`src/rtl/rr_enc_arbiter_if.sv`:
```
// Request/grant bundle between eight requesters and the round-robin arbiter.
// The arbiter connects through the slave modport; the requester side uses master.
interface rr_enc_arbiter_if;
    logic [7:0] req;
    logic       done;
    logic [7:0] gnt;
    logic [2:0] gnt_idx;
    logic       gnt_valid;
    logic       timeout;

    modport master (
        output req,
        output done,
        input  gnt,
        input  gnt_idx,
        input  gnt_valid,
        input  timeout
    );

    modport slave (
        input  req,
        input  done,
        output gnt,
        output gnt_idx,
        output gnt_valid,
        output timeout
    );
endinterface

```
`src/rtl/rr_enc_arbiter.sv`:
```
// Eight-way round-robin arbiter with one-hot and encoded grant outputs,
// grant hold until release, and a hold-time watchdog.
module rr_enc_arbiter #(
    parameter int unsigned MAX_HOLD = 16
) (
    input logic               clk,
    input logic               rst,
    rr_enc_arbiter_if.slave   bus
);

    localparam int unsigned HoldW = (MAX_HOLD > 1) ? $clog2(MAX_HOLD) : 1;

    typedef enum logic [0:0] {StIdle, StGrant} state_e;

    state_e           state;
    logic [2:0]       ptr;
    logic [HoldW-1:0] hold_cnt;
    logic [7:0]       gnt;
    logic [2:0]       gnt_idx;
    logic             gnt_valid;
    logic             timeout;

    logic             found;
    logic [2:0]       winner;
    logic [2:0]       cand;
    logic             rel;
    logic             wdog;

    // Rotating priority scan starting at ptr; the first requester found wins.
    always_comb begin
        found  = 1'b0;
        winner = ptr;
        cand   = ptr;
        for (int i = 0; i < 8; i++) begin
            cand = ptr + 3'(i);
            if (!found && bus.req[cand]) begin
                found  = 1'b1;
                winner = cand;
            end
        end
    end

    // A withdrawn request counts as a release, and any release beats the watchdog.
    assign rel  = bus.done || !bus.req[gnt_idx];
    assign wdog = (hold_cnt == HoldW'(MAX_HOLD - 1));

    always_ff @(posedge clk or posedge rst) begin
        if (rst) begin
            state     <= StIdle;
            ptr       <= 3'd0;
            hold_cnt  <= '0;
            gnt       <= 8'h00;
            gnt_idx   <= 3'd0;
            gnt_valid <= 1'b0;
            timeout   <= 1'b0;
        end else begin
            timeout <= 1'b0;
            case (state)
                StIdle: begin
                    if (found) begin
                        gnt       <= 8'b1 << winner;
                        gnt_idx   <= winner;
                        gnt_valid <= 1'b1;
                        ptr       <= winner + 3'd1;
                        hold_cnt  <= '0;
                        state     <= StGrant;
                    end
                end
                StGrant: begin
                    if (rel || wdog) begin
                        gnt       <= 8'h00;
                        gnt_idx   <= 3'd0;
                        gnt_valid <= 1'b0;
                        timeout   <= !rel;
                        state     <= StIdle;
                    end else begin
                        hold_cnt <= hold_cnt + 1'b1;
                    end
                end
                default: state <= StIdle;
            endcase
        end
    end

    assign bus.gnt       = gnt;
    assign bus.gnt_idx   = gnt_idx;
    assign bus.gnt_valid = gnt_valid;
    assign bus.timeout   = timeout;

endmodule
```
`src/flat_wrapper.sv`:
```
// flat-port wrapper written by rule: the top's interface ports become plain ports
module rr_enc_arbiter_flat 
#(
    parameter int unsigned MAX_HOLD = 16
)
  (clk, rst, bus_req, bus_done, bus_gnt, bus_gnt_idx, bus_gnt_valid, bus_timeout);
  rr_enc_arbiter_if bus_i ();
  input logic clk;
  input logic rst;
  input wire logic [$bits(bus_i.req)-1:0] bus_req;
  input wire logic [$bits(bus_i.done)-1:0] bus_done;
  output wire logic [$bits(bus_i.gnt)-1:0] bus_gnt;
  output wire logic [$bits(bus_i.gnt_idx)-1:0] bus_gnt_idx;
  output wire logic [$bits(bus_i.gnt_valid)-1:0] bus_gnt_valid;
  output wire logic [$bits(bus_i.timeout)-1:0] bus_timeout;
  assign bus_i.req = bus_req;
  assign bus_i.done = bus_done;
  assign bus_gnt = bus_i.gnt;
  assign bus_gnt_idx = bus_i.gnt_idx;
  assign bus_gnt_valid = bus_i.gnt_valid;
  assign bus_timeout = bus_i.timeout;
  rr_enc_arbiter #(.MAX_HOLD(MAX_HOLD)) u_core (.clk(clk), .rst(rst), .bus(bus_i));
endmodule
```
`config.mk`:
```
export PLATFORM = sky130hd
export DESIGN_NAME = rr_enc_arbiter_flat
export DESIGN_NICKNAME = d
export VERILOG_FILES = /design/src/rtl/rr_enc_arbiter_if.sv /design/src/rtl/rr_enc_arbiter.sv /design/src/flat_wrapper.sv
export SDC_FILE = /design/constraint.sdc
export NUM_CORES = 1
export LEC_CHECK = 0
export CORE_ASPECT_RATIO = 0.9
export CORE_MARGIN = 3
export CORE_UTILIZATION = 51
export DETAILED_ROUTE_END_ITERATION = 6
export PLACE_DENSITY = 0.77
export SYNTH_ARGS = -nofsm -noshare
export SYNTH_HDL_FRONTEND = slang
export SYNTH_SLANG_ARGS = --single-unit
```
`constraint.sdc`:
```
create_clock -name clk -period 3.5 [get_ports clk]
set_input_delay 0.7 -clock clk [delete_from_list [all_inputs] [get_ports clk]]
set_output_delay 0.7 -clock clk [all_outputs]
set_load 0.1 [all_outputs]
```
==> impl_metrics.py, run 1 <==
metrics = {
    "run_status": {
        "status": "finished clean",
    },
    "drt": {
        "wire_per_inst_um": 17.3,
        "ant_nets": 0,
        "postRouteWirelength_um": 5460,
        "drt_iter0_drc": 128,
        "vias": 1930,
        "via_per_inst": 6.11,
        "dr.pass1.iters": 4,
        "drc": 0,
    },
    "floorplan": {
        "start_util": 0.560,
        "core_um2": 3580,
        "die_area_um2": 4720,
        "rows": 20,
        "io_pins": 24,
        "die_w_um": 72.1,
        "chipHeight_um": 65.5,
    },
    "logic_synthesis": {
        "netlist.area_leader.share": 0.262,
        "ys_seq_area_frac": 0.262,
        "synth_edf_count": 0,
        "synth_warnings": 0,
        "synth_compound_area_frac": 0.186,
        "yosys.area_share.simple": 0.172,
        "synthArstFlopShare": 1.00,
        "syn_nets": 220,
        "synth_top_family_by_area": "multiplexers",
        "synthAdderAreaFrac": 0.0562,
        "yosysTopAreaCell": "dfrtp_1",
        "synth_mux_area_frac": 0.240,
        "synth_area_leaders": "dfrtp_1, mux4_2, mux2i_1",
        "synth_cell_type_count": 54,
        "ys_ff_latch": 21,
        "synth_xor_area_frac": 0.0306,
        "netlist_area_um2": 2000,
        "synth_flop_cell": "dfrtp_1",
        "syn_avg_cell_area_um2": 10.0,
        "synth_cells": 200,
    },
    "clock_network": {
        "clk_pin_slew_ns": 0.08,
        "clock_latency_ns": 0.26,
        "cts_tree": "built",
        "holdBufCountCts": 0,
        "clockBufferDepth": 2,
        "clock_sinks": 21,
        "h-tree-depth": 1,
        "root_buffer": "clkbuf_8",
        "cts_buffers": 3,
    },
    "grt": {
        "grt_pass1_wl_um": 8850,
        "grt_start_max_net_pins": 22,
        "globalRouteTotalUtil": 0.237,
        "grt_pass1_vias": 1856,
        "antenna_found_initial": 0,
        "grt_overflow": 0,
    },
    "cells_and_area": {
        "layout_commonest_cell": "buf_4",
        "final_nets": 293,
        "ff_latch_area_um2": 526,
        "multi_input_area_um2": 1450,
        "final_util": 0.769,
        "antenna_cells": 0,
        "layout-drive-gt1-share": 0.371,
        "synthToLayoutAreaGrowth_pct": 37.2,
        "layout_common_cells": "buf_4, nand2_1, dfrtp_1, mux2i_1",
        "fillCellCount": 214,
    },
    "place": {
        "io_buffers": 23,
        "hpwl_um": 4140,
        "place.gp.congestion": 0.957,
        "place_ws_ns": -0.331,
    },
    "sta": {
        "finalSetupViolCount": 0,
        "whs_ns": 0.480,
        "max_freq_mhz": 293,
        "fin_skew_ns": 0.00410,
        "fin_setup_tns_ns": 0,
        "relSlewSlack": 0.340,
        "fin_crit_ns": 3.42,
        "drv_slew": 0,
        "hold_violations": 0,
        "post-route-period-util": 0.976,
        "worstMarginPinSlew_ns": 0.987,
        "finalWorstSetupSlack_ns": 0.0842,
    },
    "worst_setup_path": {
        "crit_path_start_kind": "flop",
        "cp_data_arrival_time_ns": 3.56,
        "crit_type": "flop to flop",
        "setup.worst_path.end_class": "flop",
        "rr_endpoint": "u_core.bus.gnt[0]$_DFFE_PP0P_",
        "crit_path_max_fanout": 6,
        "r2r_start": "u_core.ptr[0]$_DFFE_PP0P_",
        "r2r_cells": 13,
        "reg2reg_slack_ns": 0.08,
        "cp.required_ns": 3.64,
    },
    "min_path": {
        "min_to": "u_core.bus.gnt[6]$_DFFE_PP0P_",
        "hold_path.startpoint": "u_core.bus.gnt[6]$_DFFE_PP0P_",
        "holdPathStages": 2,
        "hp-class": "flop to flop",
    },
    "job": {
        "cap_violations": 0,
    },
}
## cell usage after synthesis, drive strengths merged, types with 4 or more instances
cell type  count
buf            9
inv           10
nand3          7
mux2i         16
nand2         27
a22o           4
nor2          13
o21ai         14
mux4          13
dfrtp         21
xnor2          5
nand2b         5
ha             9
## layout make-up
class | instances | area share
inverters | 10 | 0.0155
flip-flops and latches | 21 | 0.191
well taps | 44 | 0.0200
repair buffers | 78 | 0.230
clock buffers | 4 | 0.0164
multi-input cells | 159 | 0.527
## worst max path at each step
stage                         startpoint                       endpoint  slack, ns  cells past startpoint
2_1_floorplan  u_core.ptr[1]$_DFFE_PP0P_      u_core.ptr[2]$_DFFE_PP0P_       0.02                     17
3_3_place_gp                  bus_req[7]  u_core.bus.gnt[3]$_DFFE_PP0P_      -0.22                     13
3_5_place_dp                  bus_req[1]      u_core.ptr[2]$_DFFE_PP0P_      -0.33                     13
4_1_cts        u_core.ptr[0]$_DFFE_PP0P_  u_core.bus.gnt[0]$_DFFE_PP0P_       0.06                     12
5_1_grt        u_core.ptr[0]$_DFFE_PP0P_  u_core.bus.gnt[0]$_DFFE_PP0P_      -0.01                     13
6_report       u_core.ptr[0]$_DFFE_PP0P_  u_core.bus.gnt[0]$_DFFE_PP0P_       0.08                     13
## critical path, cell delays in order (launching register included)
cell and delay [ns]:
dfrtp_1 0.43, inv_6 0.05, ha_4 0.28, buf_4 0.16, mux2i_1 0.13, mux4_2 0.55
o22ai_2 0.19, or4b_4 0.48, o311a_1 0.13, o21ai_1 0.10, a21oi_2 0.10, or2_1 0.25
ha_1 0.21, a32o_1 0.24
## through the flow
stage               std cells  area [µm²]
floorplan                 200        2030
global placement          303        2580
detailed placement        303        2580
CTS                       309        2640
global route              316        2750
finish                    316        2750
## cells by family (layout without fill, tap and decap cells)
logic type,after synthesis,in the layout
fa+ha+maj,9,9
xor+xnor,7,7
buf+inv,20,92
simple gates,70,70
flops,21,21
compound gates,43,43
mux,30,30
## flip-flops by register name, summed over array words and instances (netlist names)
register,cells
u_core.state,1
u_core.bus.timeout,1
u_core.bus.gnt,8
u_core.hold_cnt,4
u_core.bus.gnt_valid,1
u_core.bus.gnt_idx,3
u_core.ptr,3
## metal layers
layer  up-vias  wire, µm  GRT usage
li1        893         -          -
met3        10       333     0.0398
met5         -         0          0
met2        71      2720      0.411
met1       956      2330      0.315
met4         0        78     0.0329
## what timing repair did
item                       CTS  global route
pin swaps                    1             5
gates resized for setup      9            13
setup buffers                2             7
setup endpoints to repair    5            10
cloned                       0             0
Power of run 1 is not shown: default switching activity piles up to over one toggle a cycle in this logic, so the estimate is an artifact.
==> run 2: changes to the inputs <==
--- a/config.mk
+++ b/config.mk
@@ -5,11 +5,13 @@
 export SDC_FILE = /design/constraint.sdc
 export NUM_CORES = 1
 export LEC_CHECK = 0
+export CELL_PAD_IN_SITES_DETAIL_PLACEMENT = 1
+export CELL_PAD_IN_SITES_GLOBAL_PLACEMENT = 2
 export CORE_ASPECT_RATIO = 0.9
 export CORE_MARGIN = 3
-export CORE_UTILIZATION = 51
+export CORE_UTILIZATION = 32
 export DETAILED_ROUTE_END_ITERATION = 6
-export PLACE_DENSITY = 0.77
+export PLACE_DENSITY = 0.83
 export SYNTH_ARGS = -nofsm -noshare
 export SYNTH_HDL_FRONTEND = slang
 export SYNTH_SLANG_ARGS = --single-unit
==> run 2 against run 1 <==
  * Via count down 1.7%
  * Non-clock buffer count fell by 1
  * Register-to-register slack lost 0.04 ns
  * Clock-buffer cell count stayed put
  * Maximum frequency fell by 1.2%
  * Sequential cell count unchanged
  * Utilization is 29 points lower
  * Critical path depth unchanged
  * Cell count is 7.9% higher
  * Setup slack worse by 0.043 ns
  * Critical endpoint unchanged
==> impl_metrics.py, run 2 (same netlist as run 1, synthesis figures left out) <==
metrics = {
    "min_path": {
        "holdPathStages": 2,
        "hp-class": "flop to flop",
    },
    "drt": {
        "dr.pass1.iters": 4,
        "wire_per_inst_um": 18.5,
        "postRouteWirelength_um": 6310,
        "via_per_inst": 5.56,
        "ant_nets": 0,
        "drt_iter0_drc": 56,
        "vias": 1897,
        "drc": 0,
    },
    "place": {
        "io_buffers": 23,
        "place_ws_ns": -0.417,
        "hpwl_um": 4780,
        "place.gp.congestion": 0.869,
    },
    "worst_setup_path": {
        "cp-startpoint": "u_core.ptr[0]$_DFFE_PP0P_",
        "r2r_cells": 13,
        "reg2reg_slack_ns": 0.04,
        "r2r_start": "u_core.ptr[0]$_DFFE_PP0P_",
        "cp_data_arrival_time_ns": 3.61,
        "rr_endpoint": "u_core.bus.gnt[0]$_DFFE_PP0P_",
        "crit_path_max_fanout": 5,
        "setup.worst_path.end_class": "flop",
        "crit_end": "u_core.bus.gnt[0]$_DFFE_PP0P_",
        "crit_path_start_kind": "flop",
        "crit_type": "flop to flop",
        "cp.required_ns": 3.66,
    },
    "clock_network": {
        "cts_tree": "built",
        "clock_latency_ns": 0.26,
        "root_buffer": "clkbuf_8",
        "clockBufferDepth": 2,
        "cts_buffers": 3,
        "h-tree-depth": 1,
        "clk_pin_slew_ns": 0.08,
        "clock_sinks": 21,
    },
    "grt": {
        "grt_pass1_vias": 1949,
        "antenna_found_initial": 0,
        "grt_overflow": 0,
        "globalRouteTotalUtil": 0.174,
        "grt_start_max_net_pins": 22,
        "grt_pass1_wl_um": 9750,
    },
    "sta": {
        "fin_skew_ns": 0.00524,
        "finalWorstSetupSlack_ns": 0.0414,
        "finalSetupViolCount": 0,
        "fin_crit_ns": 3.46,
        "whs_ns": 0.482,
        "max_freq_mhz": 289,
        "fin_setup_tns_ns": 0,
        "worstMarginPinSlew_ns": 1.00,
        "relSlewSlack": 0.329,
        "post-route-period-util": 0.988,
        "hold_violations": 0,
        "drv_slew": 0,
    },
    "floorplan": {
        "start_util": 0.342,
        "rows": 26,
        "die_area_um2": 7250,
        "io_pins": 24,
        "chipHeight_um": 81.1,
        "core_um2": 5860,
        "die_w_um": 89.4,
    },
    "cells_and_area": {
        "layout_common_cells": "buf_4, nand2_1, dfrtp_1",
        "layout-drive-gt1-share": 0.376,
        "antenna_cells": 0,
        "layout_commonest_cell": "buf_4",
        "synthToLayoutAreaGrowth_pct": 39.8,
        "final_util": 0.479,
        "reg_top3": "u_core.bus.gnt: 8 flops, u_core.hold_cnt: 4 flops",
        "largest_reg_flops": 8,
        "final_nets": 292,
        "max_flop_register": "u_core.bus.gnt",
    },
    "run_status": {
        "status": "finished clean",
    },
    "job": {
        "cap_violations": 0,
    },
}
==> run 2: metal layers <==
metal	routed length (µm)	global-route usage	vias to the layer above	share of wire
met4	63	0.0134	0	0.010
met2	3180	0.292	31	0.50
li1	-	-	887	-
met1	2870	0.248	973	0.45
met5	0	0	-	0
met3	204	0.0243	6	0.032
==> run 2: what timing repair did <==
item / 4_1_cts / 5_1_grt
setup endpoints to repair: 10 / 10
gates resized for setup: 12 / 12
setup buffers: 0 / 6
pin swaps: 1 / 6
hold buffers: 0 / 0
cloned: 0 / 0
==> run 2: critical path, stage by stage (launching register included) <==
cell and delay (ns):
dfrtp_2 0.44, inv_6 0.07, ha_4 0.21, buf_12 0.14
mux2i_1 0.16, mux4_2 0.57, o22ai_2 0.20, or4b_4 0.49
o31a_1 0.12, o21ai_0 0.14, nor2_2 0.11, or2_1 0.27
ha_1 0.21, a32o_1 0.22
==> run 2: final cells by class <==
class | count | area, µm²
repair buffers | 77 | 633
fillers | 674 | 3050
inverters | 10 | 42.5
multi-input cells | 159 | 1470
well taps | 70 | 87.6
clock buffers | 4 | 45.0
flip-flops and latches | 21 | 527
==> run 2: worst min-delay path by stage <==
stage | to | from
after floorplan | u_core.hold_cnt[0]$_DFFE_PP0P_ | u_core.hold_cnt[0]$_DFFE_PP0P_
after CTS | u_core.bus.gnt[5]$_DFFE_PP0P_ | u_core.bus.gnt[5]$_DFFE_PP0P_
after detailed placement | u_core.bus.gnt_valid$_DFFE_PP0P_ | u_core.bus.gnt_valid$_DFFE_PP0P_
final | u_core.bus.gnt[5]$_DFFE_PP0P_ | u_core.bus.gnt[5]$_DFFE_PP0P_
after global placement | u_core.bus.gnt_valid$_DFFE_PP0P_ | u_core.bus.gnt_valid$_DFFE_PP0P_
after global routing | u_core.bus.gnt[5]$_DFFE_PP0P_ | u_core.bus.gnt[5]$_DFFE_PP0P_
==> run 2: metrics by stage <==
step                      instance area (µm²)  std cells
after CTS                                2690        335
after global placement                   2630        331
final                                    2800        341
after global routing                     2800        341
after floorplan                          2030        200
after detailed placement                 2630        331
Power of run 2 is left out for the same reason.
==> run 3: changes to the inputs <==
--- a/config.mk
+++ b/config.mk
@@ -5,6 +5,7 @@
 export SDC_FILE = /design/constraint.sdc
 export NUM_CORES = 1
 export LEC_CHECK = 0
+export CAP_MARGIN = 20
 export CELL_PAD_IN_SITES_DETAIL_PLACEMENT = 1
 export CELL_PAD_IN_SITES_GLOBAL_PLACEMENT = 2
 export CORE_ASPECT_RATIO = 0.9
==> results of run 3 <==
Same layout as run 2: the final DEF is identical, and so are final timing and power.
Power of run 3 is left out for the same reason.
